<file path="src/rtl/core_run_ctrl.sv">
// Run/debug sequencer: streams a program into IMEM, then gates the core via run/step/halt.
// Latency: IMEM write and state update on the accepting edge; backpressure: load_ready low in RUN/STEP.
module core_run_ctrl #(
    parameter int IMEM_DEPTH = 256,
    parameter int ADDR_W     = 8,
    parameter int MAX_CYCLES = 0
) (
    input  logic              clk,
    input  logic              rst,
    input  logic              load_valid,
    input  logic [31:0]       load_data,
    input  logic              load_last,
    output logic              load_ready,
    input  logic              run_req,
    input  logic              step_req,
    input  logic              halt_req,
    input  logic [31:0]       instruction,
    output logic              imem_we,
    output logic [ADDR_W-1:0] imem_waddr,
    output logic [31:0]       imem_wdata,
    output logic              core_rst_n,
    output logic              core_en,
    output logic [2:0]        state,
    output logic [1:0]        halt_cause,
    output logic              load_trunc,
    output logic [31:0]       cycle_count
);

    typedef enum logic [2:0] {
        S_IDLE  = 3'd0,
        S_LOAD  = 3'd1,
        S_READY = 3'd2,
        S_RUN   = 3'd3,
        S_STEP  = 3'd4,
        S_HALT  = 3'd5
    } state_t;

    localparam logic [31:0]       EBREAK_INSN = 32'h0010_0073;
    localparam logic [ADDR_W-1:0] LAST_ADDR   = ADDR_W'(IMEM_DEPTH - 1);
    localparam logic [31:0]       WD_LIMIT    = 32'(MAX_CYCLES);

    state_t            state_q, state_d;
    logic [ADDR_W-1:0] wcnt_q, wcnt_d;
    logic [31:0]       cycle_count_q, cycle_count_d;
    logic [1:0]        halt_cause_q, halt_cause_d;
    logic              load_trunc_q, load_trunc_d;

    logic              ebreak_hit;
    logic              accept;
    logic              new_prog;
    logic [31:0]       cnt_inc;
    logic              wd_hit;

    assign ebreak_hit = (instruction == EBREAK_INSN);
    assign load_ready = (state_q == S_IDLE) || (state_q == S_LOAD) ||
                        (state_q == S_READY) || (state_q == S_HALT);
    assign accept     = load_valid && load_ready;
    // Any accept outside LOAD begins a fresh program at address 0.
    assign new_prog   = accept && (state_q != S_LOAD);

    assign imem_we    = accept;
    assign imem_waddr = new_prog ? '0 : wcnt_q;
    assign imem_wdata = load_data;

    assign core_rst_n = !((state_q == S_IDLE) || (state_q == S_LOAD) || (state_q == S_READY));
    assign core_en    = ((state_q == S_RUN) || (state_q == S_STEP)) && !ebreak_hit;

    assign cnt_inc    = (cycle_count_q == 32'hFFFF_FFFF) ? cycle_count_q : cycle_count_q + 32'd1;
    // Compare with >= so a resume past the budget halts again after one cycle.
    assign wd_hit     = (MAX_CYCLES != 0) && core_en && (cnt_inc >= WD_LIMIT);

    always_comb begin
        state_d       = state_q;
        wcnt_d        = wcnt_q;
        cycle_count_d = core_en ? cnt_inc : cycle_count_q;
        halt_cause_d  = halt_cause_q;
        load_trunc_d  = load_trunc_q;

        if (accept) begin
            wcnt_d  = imem_waddr + 1'b1;
            state_d = S_LOAD;
            if (new_prog) begin
                cycle_count_d = '0;
                halt_cause_d  = 2'd0;
                load_trunc_d  = 1'b0;
            end
            if (load_last || (imem_waddr == LAST_ADDR)) begin
                state_d      = S_READY;
                load_trunc_d = !load_last;
            end
        end else begin
            case (state_q)
                S_READY, S_HALT: begin
                    if (run_req) begin
                        state_d      = S_RUN;
                        halt_cause_d = 2'd0;
                    end else if (step_req) begin
                        state_d      = S_STEP;
                        halt_cause_d = 2'd0;
                    end
                end
                S_RUN: begin
                    if (ebreak_hit) begin
                        state_d      = S_HALT;
                        halt_cause_d = 2'd2;
                    end else if (wd_hit) begin
                        state_d      = S_HALT;
                        halt_cause_d = 2'd3;
                    end else if (halt_req) begin
                        state_d      = S_HALT;
                        halt_cause_d = 2'd1;
                    end
                end
                S_STEP: begin
                    state_d      = S_HALT;
                    halt_cause_d = ebreak_hit ? 2'd2 : 2'd1;
                end
                default: ;
            endcase
        end
    end

    always_ff @(posedge clk or posedge rst) begin
        if (rst) begin
            state_q       <= S_IDLE;
            wcnt_q        <= '0;
            cycle_count_q <= '0;
            halt_cause_q  <= 2'd0;
            load_trunc_q  <= 1'b0;
        end else begin
            state_q       <= state_d;
            wcnt_q        <= wcnt_d;
            cycle_count_q <= cycle_count_d;
            halt_cause_q  <= halt_cause_d;
            load_trunc_q  <= load_trunc_d;
        end
    end

    assign state       = state_q;
    assign halt_cause  = halt_cause_q;
    assign load_trunc  = load_trunc_q;
    assign cycle_count = cycle_count_q;

endmodule

</file>
<file path="config.mk">
export PLATFORM = sky130hd
export DESIGN_NAME = core_run_ctrl
export DESIGN_NICKNAME = d
export VERILOG_FILES = /design/src/rtl/core_run_ctrl.sv
export SDC_FILE = /design/constraint.sdc
export NUM_CORES = 1
export LEC_CHECK = 0
export ABC_AREA = 1
export BUFFER_PORTS_ARGS = -buffer_cell sky130_fd_sc_hd__buf_2
export CAP_MARGIN = 10
export CORE_ASPECT_RATIO = 0.75
export CORE_MARGIN = 5
export CORE_UTILIZATION = 44
export CTS_CLUSTER_DIAMETER = 40
export CTS_CLUSTER_SIZE = 40
export DETAILED_ROUTE_END_ITERATION = 7
export PLACE_DENSITY_LB_ADDON = 0.12
export SLEW_MARGIN = 10
export SYNTH_ARGS = -nofsm -noshare
export SYNTH_HDL_FRONTEND = slang
export SYNTH_SLANG_ARGS = --single-unit
</file>
<file path="constraint.sdc">
create_clock -name clk -period 4.7 [get_ports clk]
set_clock_uncertainty 0.1 [all_clocks]
set_input_delay 0.705 -clock clk [delete_from_list [all_inputs] [get_ports clk]]
set_output_delay 0.705 -clock clk [all_outputs]
set_load 0.01 [all_outputs]
</file>
# After elaboration in Yosys (flattened, before gate mapping)
# Index checks and enable logic that the tools add are counted.
[totals] ff_bits=46 input_bits=71 output_inout_bits=82 word_cells=59
[op_classes] add_sub_neg=2 eq_ne=12 n_mux=22 n_reduce_logical=18
[op_table] op="2-to-1 mux 32 bit" n=4
[op_table] op="adder 32 x 1 -> 32 bit, second input constant" n=1
[op_table] op="== test 32 x 21 -> 1 bit, second input constant" n=1
[op_table] op="== test 32 bit, second input constant" n=1
[op_table] op="2-to-1 mux 2 bit" n=8
[op_table] op="2-to-1 mux 3 bit" n=5
[op_table] op="one-hot mux 3 bit (3 select lines)" n=1
[op_table] op="adder 8 x 1 -> 8 bit, second input constant" n=1
[op_table] op="== test 8 bit, second input constant" n=1
[op_table] op="2-to-1 mux 8 bit" n=1
[op_table] op="!= test 4 bit, second input constant" n=2
[op_table] op="== test 3 x 2 -> 1 bit, second input constant" n=2
[op_table] op="== test 3 bit, second input constant" n=2
[op_table] op="one-hot mux 2 bit (3 select lines)" n=1
[op_table] op="logical OR 1 bit" n=5
[op_table] op="AND reduction 4 bit" n=1
[op_table] op="nonzero test 4 bit" n=1
[op_table] op="== test 3 x 1 -> 1 bit, second input constant" n=1
[op_table] op="logical AND 1 bit" n=3
[op_table] op="zero test 1 bit" n=3
[op_table] op="zero test 3 bit" n=1
[op_table] op="!= test 3 x 1 -> 1 bit, second input constant" n=1
[op_table] op="AND reduction 3 bit" n=1
[op_table] op="2-to-1 mux 1 bit" n=2
[op_table] op="4 further kinds" n=4

# Depth between registers and ports, before layout
[logic_depth] ltp_word=11 mapped_depth=16 mapped_depth_nobuf=13

# Worst setup path after synthesis
# OpenSTA, ideal clock, no wires.
[synth_timing] path_kind="input-to-reg" from="in load_valid" to="reg load_trunc_q (netlist: load_trunc)" setup_ns=0.117 t_arrival_ns=2.216 required_time_ns=4.483 path_slack_ns=2.267 stages=14 n_path_buf=3 cell_sequence="nand3_2 > buf_6 > nor2_4 > buf_8 > buf_2 > nor2_1 > ha_1 > nand3_1 > nor2_1 > nand2_1 > nand2_1 > nand2_1 > nand3_1 > nand2_1"
[synth_between] elab_chain_cells=7 word_cells_on_any_way=8 classes_between="eq/ne (1); mux (2); reduce/logical (5)"
[synth_lines] element="start, declared" line_no="10" rtl="input logic load_valid,"
[synth_lines] element="logical AND 1 bit (*)" line_no="57" rtl="assign accept = load_valid && load_ready;"
[synth_lines] element="logical AND 1 bit (*)" line_no="59" rtl="assign new_prog = accept && (state_q != S_LOAD);"
[synth_lines] element="2-to-1 mux 8 bit (*)" line_no="62" rtl="assign imem_waddr = new_prog ? '0 : wcnt_q;"
[synth_lines] element="via imem_waddr[1]" line_no="19" rtl="output logic [ADDR_W-1:0] imem_waddr,"
[synth_lines] element="== test 8 bit (*)" line_no="87" rtl="if (load_last || (imem_waddr == LAST_ADDR)) begin"
[synth_lines] element="logical OR 1 bit (*)" line_no="87"
[synth_lines] element="nonzero test 2 bit (no source line)"
[synth_lines] element="AND reduction 2 bit (no source line)"
[synth_lines] element="end signal, assigned" line_no="135" rtl="load_trunc_q <= load_trunc_d;"
[synth_lines] element="end, declared" line_no="46" rtl="logic load_trunc_q, load_trunc_d;"
# Mark *: on every way through the listed nets, which the timed path passes. The rest lies on a longest branch.
# A chain may end at the register's enable or synchronous reset.

# Worst setup path in the final report
[layout_timing] from="reg state_q[0] (netlist: state[0])" to="out imem_waddr[7]"
[layout_between] elab_chain_cells=7 word_cells_on_any_way=11 classes_between="eq/ne (4); mux (1); reduce/logical (6)"
[layout_lines] element="start, declared" line_no="42" rtl="state_t state_q, state_d;"
[layout_lines] element="start signal, assigned" line_no="131" rtl="state_q <= state_d;"
[layout_lines] element="== test 3 x 1 -> 1 bit or zero test 3 bit (tied branches)" line_no="55" rtl="assign load_ready = (state_q == S_IDLE) || (state_q == S_LOAD) ||"
[layout_lines] element="logical OR 1 bit (2 in a row)" line_no="55"
[layout_lines] element="logical OR 1 bit" line_no="56" rtl="(state_q == S_READY) || (state_q == S_HALT);"
[layout_lines] element="logical AND 1 bit" line_no="57"
[layout_lines] element="logical AND 1 bit (*)" line_no="59"
[layout_lines] element="2-to-1 mux 8 bit (*)" line_no="62"
[layout_lines] element="end, declared" line_no="19"
# Mark *: on every way between the ends. The rest lies on a longest branch, timed or not.

==> results.py <==
metrics = {
    "outcome": {
        "status": "finished clean",
    },
    "global_routing": {
        "antenna_found_initial": 0,
        "use_met2_pct": 28.3,
        "grt_pass1_vias": 3548,
        "grt-ovfl-total": 0,
        "top_usage_layer": "met2",
        "grt_first_pass_wirelength_um": 17000,
        "met3_usage_pct": 2.99,
        "grt_use_total_pct": 18.5,
        "grt_max_degree": 47,
        "grt_util_met1_pct": 27.8,
    },
    "placed_design": {
        "place.gp.congestion": 0.920,
        "hpwl_um": 7850,
        "placed_cells": 776,
        "portBuffers": 88,
    },
    "clocking": {
        "clockBufferDepth": 2,
        "clk_latency_ns": 0.29,
        "cts_buffers": 5,
        "clock-root-buffer": "clkbuf_16",
        "path_clk_slew_ns": 0.07,
        "post_cts_buffers": 0,
        "cts_max_level": 2,
        "cts.sinks": 46,
        "cts_resized": 0,
        "cts_tree": "yes",
        "cts_hold_buf": 0,
    },
    "routing": {
        "wire_per_inst_um": 13.0,
        "drtIter0Drc": 220,
        "drcViolationCount": 0,
        "ant_nets": 0,
        "via_count": 3772,
        "via_per_inst": 4.81,
        "totalWireLength_um": 10200,
        "first_pass_iters": 5,
    },
    "final_layout": {
        "nNetsFinal": 744,
        "multiInputGateArea_sq_um": 2170,
        "diodes": 0,
        "register_area_sq_um": 1150,
        "num-fill-cells": 954,
        "layout_commonest_cell": "nand2_1",
        "drive_gt1_share_pct": 25.9,
        "layoutNonFillerInstCount": 784,
        "area_growth_pct": 8.95,
        "mostFrequentLayoutCells": "nand2_1 (246), buf_2 (88), inv_1 (66), nor2_1 (66), dfrtp_1 (46)",
    },
    "yosys": {
        "synth.yosys.seq_area_share_pct": 28.8,
        "synthDistinctLibCells": 32,
        "syn-num-nets": 693,
        "ys_ff_latch": 46,
        "synth.avg_cell_area_sq_um": 6.45,
        "synthCells": 620,
        "netlist_area_sq_um": 4000,
        "synth_area_leader_cell": "dfrtp_1",
        "synth_top_area_share_pct": 28.8,
        "ys_warn_count": 0,
        "yosys-top-cells-area": "dfrtp_1 (29%), nand2_1 (23%), buf_4 (6.6%)",
    },
    "worst_setup_path": {
        "worstReg2RegEnd": "cycle_count[0]",
        "path_cells": "nand2_1 -> nand3_2 -> nor2_4 -> inv_2 -> nand2_1 -> inv_2 -> buf_2",
        "rr_startpoint": "cycle_count[0]",
        "r2r_slack_ns": 2.22,
        "crit_family": "simple AND/OR/NAND/NOR gates",
        "start_kind": "flop",
        "critical_path.max_stage_delay_ns": 0.45,
        "endpoint_kind": "primary output",
        "rr_worst_depth": 9,
        "cp_data_arrival_time_ns": 1.81,
        "worst-setup-path-type": "reg2out",
        "crit_slowest_cell": "dfrtp_1",
        "path_buf_inv": 3,
        "cp.required_ns": 3.89,
        "cp_max_fo": 11,
    },
    "sta": {
        "rsz0062_at_grt": "no",
        "setup_violations": 0,
        "hold_ws_ns": 0.387,
        "tightest_slew_ns": 0.964,
        "min_period_ns": 2.62,
        "fmax_ghz": 0.382,
        "final_hold_viol_count": 0,
        "post-route-period-util_pct": 55.7,
        "maxSlewViolCount": 0,
        "tns_ns": 0,
        "relSlewSlack_pct": 35.6,
    },
    "worst_hold_path": {
        "min_path_cells": 2,
        "hold_end": "halt_cause[1]",
        "min_from": "halt_cause[1]",
        "hp-class": "reg2reg",
    },
    "pwr": {
        "power_density_nw_per_um2": 374,
        "vdd_drop_max_v": 0.000157,
        "leakagePower_nw": 2.33,
    },
    "floorplan": {
        "start_util_pct": 44.5,
        "die_w_um": 120,
        "rows": 30,
        "io_pins": 153,
        "design.core.area_sq_um": 8970,
        "die_y_um": 92.5,
        "dieArea_sq_um": 11100,
    },
    "job": {
        "cap_violations": 0,
    },
}
## worst max path at each step
stage	cells past startpoint	to	slack [ns]	from
4_1_cts	7	imem_waddr[7]	2.09	state[0]
5_1_grt	8	imem_waddr[5]	1.92	state[0]
3_5_place_dp	10	core_en	2.12	instruction[12]
6_report	7	imem_waddr[7]	2.08	state[0]
2_1_floorplan	14	load_trunc	2.27	load_valid
3_3_place_gp	10	core_en	2.18	instruction[8]
## state kept, by name, summed over array words and instances (netlist names)
signal,count
wcnt_q,8
state,3
halt_cause,2
load_trunc,1
cycle_count,32
## metal layers
| metal | up-vias | share of wire (%) |
|---|---|---|
| met1 | 1670 | 50 |
| li1 | 1968 | - |
| met3 | 23 | 6.4 |
| met5 | - | 0 |
| met2 | 111 | 42 |
| met4 | 0 | 0.99 |
## worst min-delay path: cells and delay by family (launching register included)
family,cells,cell delay [ns]
flops,1,0.34
simple gates,1,0.05
compound gates,1,0.06
## logic make-up after synthesis
kind of cell | Yosys count | share of synthesized area, %
AND/OR/NAND/NOR | 399 | 44.1
buffers and inverters | 123 | 17.0
flip-flops | 46 | 28.8
AO/OA/AOI/OAI | 43 | 7.92
XOR/XNOR | 7 | 1.53
adder cells (fa/ha/maj) | 2 | 0.626
## cells in the mapped netlist
cell      instances
nor2_4            7
nand2_2           6
o21ai_2           1
nand2_1         246
nand4_1           6
o21bai_1          1
a21oi_2          24
ha_1              2
or2_1             3
nor2_1           66
buf_2             3
xor2_1            3
o21ai_1           6
nand2_4           2
a21oi_1           4
o211ai_1          2
nand3_1          36
nand3_2          13
and2_1            2
inv_1            67
or2_2             5
nor2_2            7
buf_6             4
inv_4             1
buf_4            35
buf_12            1
clkbuf_8          1
xnor2_1           4
buf_8             2
inv_2             9
dfrtp_1          46
o21ai_0           5
## report_power, final
part,switching [mW],internal (mW)
Sequential,0.0778,0.456
Clock,0.162,0.199
Combinational,0.511,0.224
## through the flow
step           worst slack (ns)  power [mW]  util, %  area [sq um]
2_1_floorplan              2.27        1.15        -          4000
3_3_place_gp               2.18        1.27     46.9          4210
3_5_place_dp               2.12        1.29     46.9          4210
4_1_cts                    2.09        1.65     48.5          4350
5_1_grt                    1.92        1.76     48.5          4350
6_report                   2.08        1.63     48.5          4350
## layout make-up
cell class | instances | area share [%]
multi-input cells | 451 | 49.8
flip-flops and latches | 46 | 26.4
repair buffers | 90 | 10.5
inverters | 77 | 6.70
well taps | 112 | 3.22
clock buffers | 5 | 2.87
clock inverters | 3 | 0.546
Power figures use the tool's default switching activity.
